File: config.mk
export PLATFORM = sky130hd
export DESIGN_NAME = timer_array
export DESIGN_NICKNAME = d
export VERILOG_FILES = /design/src/rtl/timer_pkg.sv /design/src/rtl/timer_channel.sv /design/src/rtl/timer_array.sv
export SDC_FILE = /design/constraint.sdc
export NUM_CORES = 1
export LEC_CHECK = 0
export CAP_MARGIN = 30
export CORE_ASPECT_RATIO = 1.4
export CORE_UTILIZATION = 53
export CTS_CLUSTER_DIAMETER = 40
export CTS_CLUSTER_SIZE = 20
export DETAILED_ROUTE_END_ITERATION = 7
export GPL_TIMING_DRIVEN = 0
export PLACE_DENSITY = 0.76
export SYNTH_ARGS = -nofsm -noshare
export SYNTH_HDL_FRONTEND = slang
export SYNTH_SLANG_ARGS = --single-unit
File: constraint.sdc
create_clock -name clk -period 2.95 [get_ports clk]
set_input_delay 0.7375 -clock clk [delete_from_list [all_inputs] [get_ports clk]]
set_output_delay 0.7375 -clock clk [all_outputs]
set_load 0.01 [all_outputs]
File: src/rtl/timer_pkg.sv
// ============================================================================
// timer_pkg
// Shared definitions for the timer_array block: register word offsets inside
// a channel window, CTRL field positions, MODE encodings and a helper that
// assembles the CTRL read value.
// Revision: 1.0 - initial release
// ============================================================================
`default_nettype none

package timer_pkg;

  // Word offsets within one 16-byte channel window (addr[3:2])
  typedef enum logic [1:0] {
    WORD_CTRL   = 2'd0,
    WORD_PRESET = 2'd1,
    WORD_COUNT  = 2'd2,
    WORD_STATUS = 2'd3
  } word_e;

  // CTRL bit positions
  localparam int CTRL_EN_BIT   = 0;
  localparam int CTRL_MODE_LSB = 1;
  localparam int CTRL_IM_BIT   = 3;
  localparam int CTRL_PS_LSB   = 8;
  localparam int PS_W          = 8;

  // MODE encodings; 2'b1x behaves as one-shot
  localparam logic [1:0] MODE_ONESHOT = 2'b00;
  localparam logic [1:0] MODE_RELOAD  = 2'b01;

  // Assemble the CTRL read word; unlisted bits read as zero
  function automatic logic [31:0] pack_ctrl(input logic       en,
                                            input logic [1:0] mode,
                                            input logic       im,
                                            input logic [7:0] ps);
    logic [31:0] v;
    v                          = '0;
    v[CTRL_EN_BIT]             = en;
    v[CTRL_MODE_LSB +: 2]      = mode;
    v[CTRL_IM_BIT]             = im;
    v[CTRL_PS_LSB +: PS_W]     = ps;
    return v;
  endfunction

endpackage

`default_nettype wire

File: src/rtl/timer_channel.sv
// ============================================================================
// timer_channel
// One down-counting timer channel: CTRL/PRESET/COUNT registers, one-shot and
// auto-reload expiry, write-1-to-clear pend flag and masked interrupt.
// Optional feature macro: TIMER_PRESCALE_EN (8-bit prescaler from CTRL.PS).
//
// Ports:
//   clk, reset        clock, synchronous active-high reset
//   wr_ctrl_i         write strobe for CTRL
//   wr_preset_i       write strobe for PRESET
//   wr_status_i       write strobe for STATUS (bit0 W1C)
//   wdata_i[31:0]     write data
//   ctrl_o/preset_o/count_o  read values (zero-extended)
//   pend_o            pending flag
//   irq_o             registered interrupt, pend & IM
// Revision: 1.0 - initial release
// ============================================================================
`default_nettype none

module timer_channel
  import timer_pkg::*;
#(
  parameter int CNT_W = 32
) (
  input  logic              clk,
  input  logic              reset,
  input  logic              wr_ctrl_i,
  input  logic              wr_preset_i,
  input  logic              wr_status_i,
  input  logic [31:0]       wdata_i,
  output logic [31:0]       ctrl_o,
  output logic [31:0]       preset_o,
  output logic [31:0]       count_o,
  output logic              pend_o,
  output logic              irq_o
);

  logic             en_q,     en_d;
  logic [1:0]       mode_q,   mode_d;
  logic             im_q,     im_d;
  logic [CNT_W-1:0] preset_q, preset_d;
  logic [CNT_W-1:0] count_q,  count_d;
  logic             pend_q,   pend_d;

  logic w_ps_hit;
  logic w_tick;
  logic w_stop;
  logic w_expire;
  logic w_unused;

`ifdef TIMER_PRESCALE_EN
  logic [PS_W-1:0] ps_q,  ps_d;
  logic [PS_W-1:0] psc_q, psc_d;

  // psc_q counts enabled cycles since the last tick/load; tick on reaching PS
  assign w_ps_hit = (psc_q == ps_q);
`else
  assign w_ps_hit = 1'b1;
`endif

  assign w_tick   = en_q && (count_q != '0) && w_ps_hit;
  // A software EN=0 on this edge freezes COUNT, so the expiry never happens
  assign w_stop   = wr_ctrl_i && !wdata_i[CTRL_EN_BIT];
  assign w_expire = w_tick && (count_q == CNT_W'(1)) && !w_stop;

  assign w_unused = ^wdata_i;

  always_comb begin
    en_d     = en_q;
    mode_d   = mode_q;
    im_d     = im_q;
    preset_d = preset_q;
    count_d  = count_q;
    pend_d   = pend_q;
`ifdef TIMER_PRESCALE_EN
    ps_d     = ps_q;
    psc_d    = psc_q;
`endif

    // Hardware progression; a load with PRESET=0 stops on the following edge
    if (en_q && (count_q == '0)) begin
      en_d = 1'b0;
    end
    if (w_tick && !w_stop) begin
      if (count_q == CNT_W'(1)) begin
        if (mode_q == MODE_RELOAD) begin
          count_d = preset_q;
        end else begin
          count_d = '0;
          en_d    = 1'b0;
        end
      end else begin
        count_d = count_q - CNT_W'(1);
      end
    end

`ifdef TIMER_PRESCALE_EN
    if (!en_q || w_tick) begin
      psc_d = '0;
    end else begin
      psc_d = psc_q + 8'd1;
    end
`endif

    if (wr_preset_i) begin
      preset_d = wdata_i[CNT_W-1:0];
    end

    // Software CTRL write overrides the hardware EN update on the same edge
    if (wr_ctrl_i) begin
      en_d   = wdata_i[CTRL_EN_BIT];
      mode_d = wdata_i[CTRL_MODE_LSB +: 2];
      im_d   = wdata_i[CTRL_IM_BIT];
`ifdef TIMER_PRESCALE_EN
      ps_d   = wdata_i[CTRL_PS_LSB +: PS_W];
`endif
      if (wdata_i[CTRL_EN_BIT] && !en_q) begin
        count_d = preset_q;
`ifdef TIMER_PRESCALE_EN
        psc_d   = '0;
`endif
      end
    end

    // Hardware set has priority over W1C
    if (wr_status_i && wdata_i[0]) begin
      pend_d = 1'b0;
    end
    if (w_expire) begin
      pend_d = 1'b1;
    end
  end

  always_ff @(posedge clk) begin
    if (reset) begin
      en_q     <= 1'b0;
      mode_q   <= MODE_ONESHOT;
      im_q     <= 1'b0;
      preset_q <= '0;
      count_q  <= '0;
      pend_q   <= 1'b0;
`ifdef TIMER_PRESCALE_EN
      ps_q     <= '0;
      psc_q    <= '0;
`endif
    end else begin
      en_q     <= en_d;
      mode_q   <= mode_d;
      im_q     <= im_d;
      preset_q <= preset_d;
      count_q  <= count_d;
      pend_q   <= pend_d;
`ifdef TIMER_PRESCALE_EN
      ps_q     <= ps_d;
      psc_q    <= psc_d;
`endif
    end
  end

`ifdef TIMER_PRESCALE_EN
  assign ctrl_o = pack_ctrl(en_q, mode_q, im_q, ps_q);
`else
  assign ctrl_o = pack_ctrl(en_q, mode_q, im_q, 8'h00);
`endif
  assign preset_o = 32'(preset_q);
  assign count_o  = 32'(count_q);
  assign pend_o   = pend_q;
  assign irq_o    = pend_q & im_q;

endmodule

`default_nettype wire

File: src/rtl/timer_array.sv
// ============================================================================
// timer_array
// Parametrised multi-channel down-counting timer with register decoder and
// per-channel interrupt lines. Each channel occupies a 16-byte window:
// CTRL (0x0), PRESET (0x4), COUNT (0x8, RO), STATUS (0xC, bit0 W1C).
// Optional feature macro: TIMER_PRESCALE_EN (per-channel 8-bit prescaler).
//
// Ports:
//   clk, reset      clock, synchronous active-high reset
//   we              write strobe
//   addr[ADDR_W-1:0] byte offset; [ADDR_W-1:4] channel, [3:2] word
//   wdata[31:0]     write data
//   rdata[31:0]     combinational read data
//   irq[N_CH-1:0]   per-channel interrupt
//   irq_any         OR of irq
// Revision: 1.0 - initial release
// ============================================================================
`default_nettype none

module timer_array
  import timer_pkg::*;
#(
  parameter int N_CH   = 2,
  parameter int CNT_W  = 32,
  parameter int ADDR_W = 8
) (
  input  logic              clk,
  input  logic              reset,
  input  logic              we,
  input  logic [ADDR_W-1:0] addr,
  input  logic [31:0]       wdata,
  output logic [31:0]       rdata,
  output logic [N_CH-1:0]   irq,
  output logic              irq_any
);

  localparam int SEL_W = ADDR_W - 4;

  logic [SEL_W-1:0]       w_sel;
  word_e                  w_word;
  logic [N_CH-1:0][31:0]  w_ctrl;
  logic [N_CH-1:0][31:0]  w_preset;
  logic [N_CH-1:0][31:0]  w_count;
  logic [N_CH-1:0]        w_pend;
  logic                   w_unused;

  assign w_sel    = addr[ADDR_W-1:4];
  assign w_word   = word_e'(addr[3:2]);
  assign w_unused = ^addr[1:0];

  // Channel selects beyond N_CH match no instance, so those writes vanish
  generate
    for (genvar g = 0; g < N_CH; g++) begin : g_ch
      logic w_hit;
      assign w_hit = we && (w_sel == SEL_W'(g));

      timer_channel #(
        .CNT_W (CNT_W)
      ) u_ch (
        .clk         (clk),
        .reset       (reset),
        .wr_ctrl_i   (w_hit && (w_word == WORD_CTRL)),
        .wr_preset_i (w_hit && (w_word == WORD_PRESET)),
        .wr_status_i (w_hit && (w_word == WORD_STATUS)),
        .wdata_i     (wdata),
        .ctrl_o      (w_ctrl[g]),
        .preset_o    (w_preset[g]),
        .count_o     (w_count[g]),
        .pend_o      (w_pend[g]),
        .irq_o       (irq[g])
      );
    end
  endgenerate

  always_comb begin
    rdata = '0;
    for (int i = 0; i < N_CH; i++) begin
      if (w_sel == SEL_W'(i)) begin
        case (w_word)
          WORD_CTRL:   rdata = w_ctrl[i];
          WORD_PRESET: rdata = w_preset[i];
          WORD_COUNT:  rdata = w_count[i];
          WORD_STATUS: rdata = {31'b0, w_pend[i]};
          default:     rdata = '0;
        endcase
      end
    end
  end

  assign irq_any = |irq;

endmodule

`default_nettype wire
# Word-level counts from Yosys, hierarchy flattened
# Index checks and enable logic that the tools add are counted.
[word_totals]
output_inout_bits = 35
regBits = 138
in_bits = 43
word_cells = 90
[classes]
n_reduce_logical = 38
muxes = 28
n_eq_ne = 8
bitwise = 2
addsub = 2
[ops]
columns = ["op", "n"]
rows = [
  ["$mux W32", 12],
  ["$pmux W32 S4", 2],
  ["$eq A32 B1 Y1 const B", 2],
  ["$logic_not A32 Y1", 2],
  ["$reduce_bool A32 Y1", 2],
  ["$sub A32 B1 Y32 const B", 2],
  ["$logic_and A1 B1 Y1", 24],
  ["$mux W1", 14],
  ["$eq A2 B1 Y1 const B", 3],
  ["$logic_not A1 Y1", 5],
  ["$eq A2 B2 Y1 const B", 2],
  ["$eq A4 B1 Y1 const B", 1],
  ["$logic_not A4 Y1", 1],
  ["$reduce_bool A2 Y1", 2],
  ["$and A1 B1 Y1", 2],
  ["$logic_not A2 Y1", 1],
  ["$reduce_or A2 Y1", 1],
]

# Longest topological paths before layout
[depth]
word_depth = 9
depth_mapped = 11
depth_no_buf = 8

# Cells and area by module
# Synthesis repeated with hierarchy kept, for this count alone.
[unflattened]
hier_cells = 1169
hier_area_um2 = 9663.0
[by_module_without_submodules]
columns = ["module", "cells_per_inst", "instances", "area_each_um2", "seq_area_each_um2"]
rows = [
  ["timer_channel", 483, 2, 3940.0, 1381.3],
  ["timer_array", 203, 1, 1783.0, 0.0],
]

# Worst setup path before layout
# Ideal clock, no wire load.
[synth_timing]
kind = "input port to flip-flop"
startpoint = "input port addr[5]"
endpoint = "register g_ch[1].u_ch.count_q[17]"
required_time_ns = 2.859
slack_ns = 0.115
arrival_time_ns = 2.744
stages = 9
setup_ns = 0.091
n_path_buf = 3
path_cell_list = "or4b_2 -> clkbuf_1 -> o21ai_0 -> a21oi_1 -> clkbuf_1 -> nor2_1 -> buf_2 -> nand2_1 -> a311oi_1"
[synth_between]
elab_chain_len = 9
[synth_rtl]
columns = ["item", "line", "text"]
rows = [
  ["from (decl)", "timer_array.sv:30", "input logic [ADDR_W-1:0] addr,"],
  ["$eq A4 B1 Y1 *", "timer_array.sv:55", "assign w_hit = we && (w_sel == SEL_W'(g));"],
  ["$logic_and A1 B1 Y1 *", "timer_array.sv:55", ""],
  ["$logic_and A1 B1 Y1 *", "timer_array.sv:62", ".wr_ctrl_i (w_hit && (w_word == WORD_CTRL)),"],
  ["$logic_and A1 B1 Y1", "timer_channel.sv:63", "assign w_stop = wr_ctrl_i && !wdata_i[CTRL_EN_BIT];"],
  ["$logic_not A1 Y1", "timer_channel.sv:84", "if (w_tick && !w_stop) begin"],
  ["$logic_and A1 B1 Y1", "timer_channel.sv:84", ""],
  ["$mux W32", "timer_channel.sv:84", ""],
  ["$mux W32", "timer_channel.sv:117", "if (wdata_i[CTRL_EN_BIT] && !en_q) begin"],
  ["$mux W32 *", "timer_channel.sv:110", "if (wr_ctrl_i) begin"],
  ["to (signal assigned)", "timer_channel.sv:151", "count_q <= count_d;"],
  ["to (decl)", "timer_channel.sv:42", "logic [CNT_W-1:0] count_q, count_d;"],
]
# Every way passes the cells marked *; elsewhere a longest branch is shown, timed or not.
# A chain may end at the register's enable or synchronous reset.

# Final worst setup path
[layout_timing]
startpoint = "input port addr[3]"
endpoint = "output port rdata[14]"
[layout_between]
elab_chain_len = 4
elab_cells_between_ends = 8
classes_between = "eq/ne: 3; mux: 4; reduce/logical: 1"
[layout_rtl]
columns = ["item", "line", "text"]
rows = [
  ["$eq A2 B2 Y1, or another cell as far along", "timer_array.sv:79", "case (w_word)"],
  ["$pmux W32 S4", "timer_array.sv:79", ""],
  ["$mux W32", "timer_array.sv:78", "if (w_sel == SEL_W'(i)) begin"],
  ["$mux W32 *", "timer_array.sv:78", ""],
  ["to (decl)", "timer_array.sv:32", "output logic [31:0] rdata,"],
]
# Marks and branches as above.

==> reports/qor.yml <==
drt:
  final_antenna_net_count: 0
  first_pass_iters: 8
  drt_iter0_drc: 1535
  num_vias: 10390
  route.final.wire_length_mm: 35.49
  routedWlPerCell_um: 23.95
  avgViaCountPerCell: 7.009
  drc_errors: 0
power:
  power_mw: 4.621
  p_sw_mw: 1.261
  p_seq_share_pct: 40.7
  internal_power_mw: 3.360
  leakage_nw: 3.893
  power_density_nw_per_um2: 424.3
  combPwrFrac_pct: 11.1
  swShare_pct: 27.29
  ir_drop_uv: 290.2
  clockPowerShare_pct: 48.2
floorplanning:
  dieArea_um2: 16630
  fp-row-count: 54
  core_area_um2: 15680
  num_io_pins: 78
  initial_core_util_pct: 54.49
  die_y_um: 152.2
  die_x_um: 109.3
run:
  maxCapViolCount: 0
logic_synthesis:
  yosysWarnings: 0
  synth_nets: 1206
  synthTopCellsByCount: "204 x nand2_1, 138 x dfxtp_1, 120 x a21oi_1"
  syn_inst: 1159
  synth_top_area_share_pct: 32.35
  synth.largest_area_cell: "dfxtp_1"
  synthDistinctLibCells: 69
  synth_most_common_cell: "nand2_1"
  synthTopCellsByArea: "dfxtp_1 32%, nand2_1 9.0%, a21oi_1 7.0%"
  ys.flop_type: "dfxtp_1"
  synth-async-reset-ratio_pct: 0
  synth_seq_cells: 138
  ys_seq_area_share_pct: 32.35
  netlist_area_um2: 8541
  synth-edff-count: 0
  synth.avg_cell_area_um2: 7.369
finish:
  antenna_cells: 0
  fin_area_um2: 10890
  finalNetCount: 1320
  multi_input_area_um2: 5789
  drive_above_1_share_pct: 16.80
  area_delta_synth_final_pct: 27.51
  regArea_um2: 2763
  fillers: 1292
  finalNonFillerCells: 1482
grt:
  grt_pass1_vias: 9684
  overflow: 0
  grt_max_degree: 17
  grt_pass1_wl_mm: 54.32
  antenna_found_initial: 0
  grt_use_total_pct: 43.31
outcome:
  violations: "setup timing"
  outcome: "finished, violations left"
sta:
  finalCriticalPeriod_ns: 2.977
  slew_headroom_pct: 30.95
  finalSetupViolCount: 1
  tightest_slew_ns: 1.026
  hold_violations: 0
  slew_viol_final: 0
  final.setup.worst_slack_ns: -0.02674
  clock.fmax_mhz: 335.9
  fin_setup_tns_ns: -0.02674
  grt_setup_unrepaired: "yes"
  fin_crit_sh_pct: 100.9
  fin_skew_ns: 0.01040
clock_tree:
  path_clk_slew_ns: 0.07
  clock-root-buffer: "clkbuf_16"
  clock-sinks: 138
  clockBufferDepth: 2
  htree_levels: 4
  cts_tree: "yes"
  clkLatencyLatePin_ns: 0.44
  numCtsBuffers: 17
setup_path:
  endpoint: "rdata[14]"
  rrSetupSlack_ns: 0.07
  rr_worst_depth: 9
  worstSetupStartpoint: "addr[3]"
  arrival_ns: 2.24
  critPathMaxFanout: 10
  crit_type: "in -> out"
  endpoint_kind: "primary output"
  critPathRequiredTime_ns: 2.21
  start_kind: "input port"
  r2r-end: "g_ch[1].u_ch.count_o[27]"
  r2r_start: "g_ch[1].u_ch.count_o[2]"
hold_path:
  hold_path_class: "reg -> reg"
placed_design:
  gp_congestion: 1.115
  dp_hpwl_mm: 25.28
  postPlaceCellArea_um2: 9544
  io_buffers: 75
  dp.cells: 1431
repair_timing:
item / 4_1_cts / 5_1_grt
setup buffers: 13 / 9
hold buffers: 0 / 0
setup endpoints to repair: 165 / 147
pin swaps: 10 / 8
gates resized for setup: 265 / 50
area by class of cell:
class | count | area share [%]
Clock buffer | 19 | 4.159
Sequential cell | 138 | 25.37
Timing Repair Buffer | 99 | 7.422
Tap cell | 196 | 2.252
Buffer | 100 | 6.066
Clock inverter | 13 | 1.298
Multi-Input combinational cell | 909 | 53.16
Inverter | 8 | 0.2757
worst min-delay path by stage:
stage	startpoint	end	slack (ns)	cells past startpoint
after floorplan	g_ch[1].u_ch.preset_o[0]	g_ch[1].u_ch.count_o[0]	0.43	2
after global placement	g_ch[0].u_ch.mode_q[0]	g_ch[0].u_ch.mode_q[0]	0.46	2
after detailed placement	g_ch[0].u_ch.mode_q[0]	g_ch[0].u_ch.mode_q[0]	0.46	2
after CTS	g_ch[0].u_ch.mode_q[0]	g_ch[0].u_ch.mode_q[0]	0.46	2
after global routing	g_ch[0].u_ch.preset_o[10]	g_ch[0].u_ch.count_o[10]	0.49	1
final	g_ch[0].u_ch.preset_o[10]	g_ch[0].u_ch.count_o[10]	0.47	1
power groups by stage:
stage	Clock [mW]	Sequential (mW)	Combinational (mW)
after floorplan	0	1.92	0.250
after global placement	0	1.92	0.423
after detailed placement	0	1.92	0.426
after CTS	2.20	1.88	0.469
after global routing	2.28	1.88	0.533
final	2.23	1.88	0.513
flip-flops by register name, indices dropped and copies added, names as in the netlist:
signal and count:
g_ch.u_ch.im_q 2, g_ch.u_ch.pend_o 2, g_ch.u_ch.preset_o 64, g_ch.u_ch.count_o 64, g_ch.u_ch.en_q 2, g_ch.u_ch.mode_q 4
logic make-up after synthesis:
| logic type | Yosys count | synth area share [%] |
|---|---|---|
| flip-flops | 138 | 32.35 |
| AO/OA/AOI/OAI | 383 | 29.23 |
| AND/OR/NAND/NOR | 487 | 28.32 |
| buffers and inverters | 112 | 5.450 |
| adder cells (fa/ha/maj) | 4 | 0.5860 |
| XOR/XNOR | 22 | 2.256 |
| multiplexers | 13 | 1.817 |
cell usage in the layout (no fill, tap or decap), drive strengths merged, types with 8 or more instances in the layout:
cell and count:
nand2 204, nor3 37, inv 12, xnor2 10, dfxtp 138, nor2 73
a22oi 63, o2bb2ai 9, nor4 38, o22ai 41, a31oi 11, xor2 12
a211oi 15, nor2b 8, mux2i 11, clkdlybuf4s50 36, nand3 33, buf 73
o21ai 48, nand4 15, a21oi 120, or4 16, and3 13, clkbuf 99
routing by layer:
layer,GRT usage [%],part of all wire (%)
met1,51.55,35
met2,66.97,45
met3,11.46,11
met4,29.84,8.1
met5,0,0
per-stage QoR:
step                      setup slack [ns]  util, %  hold WS [ns]
after floorplan                     0.1150        -        0.4325
after global placement              -1.569    60.84        0.4562
after detailed placement            -1.572    60.89        0.4561
after CTS                        -0.001992    68.46        0.4641
after global routing              -0.07218    69.48        0.4908
final                             -0.02674    69.48        0.4749
critical path, cell delays in order:
cell and delay, ns:
buf_2 0.16, buf_6 0.16, nor2b_2 0.16, buf_8 0.14, clkbuf_4 0.20, a22oi_1 0.39, o22ai_4 0.13, buf_2 0.16
Power figures use the tool's default switching activity.
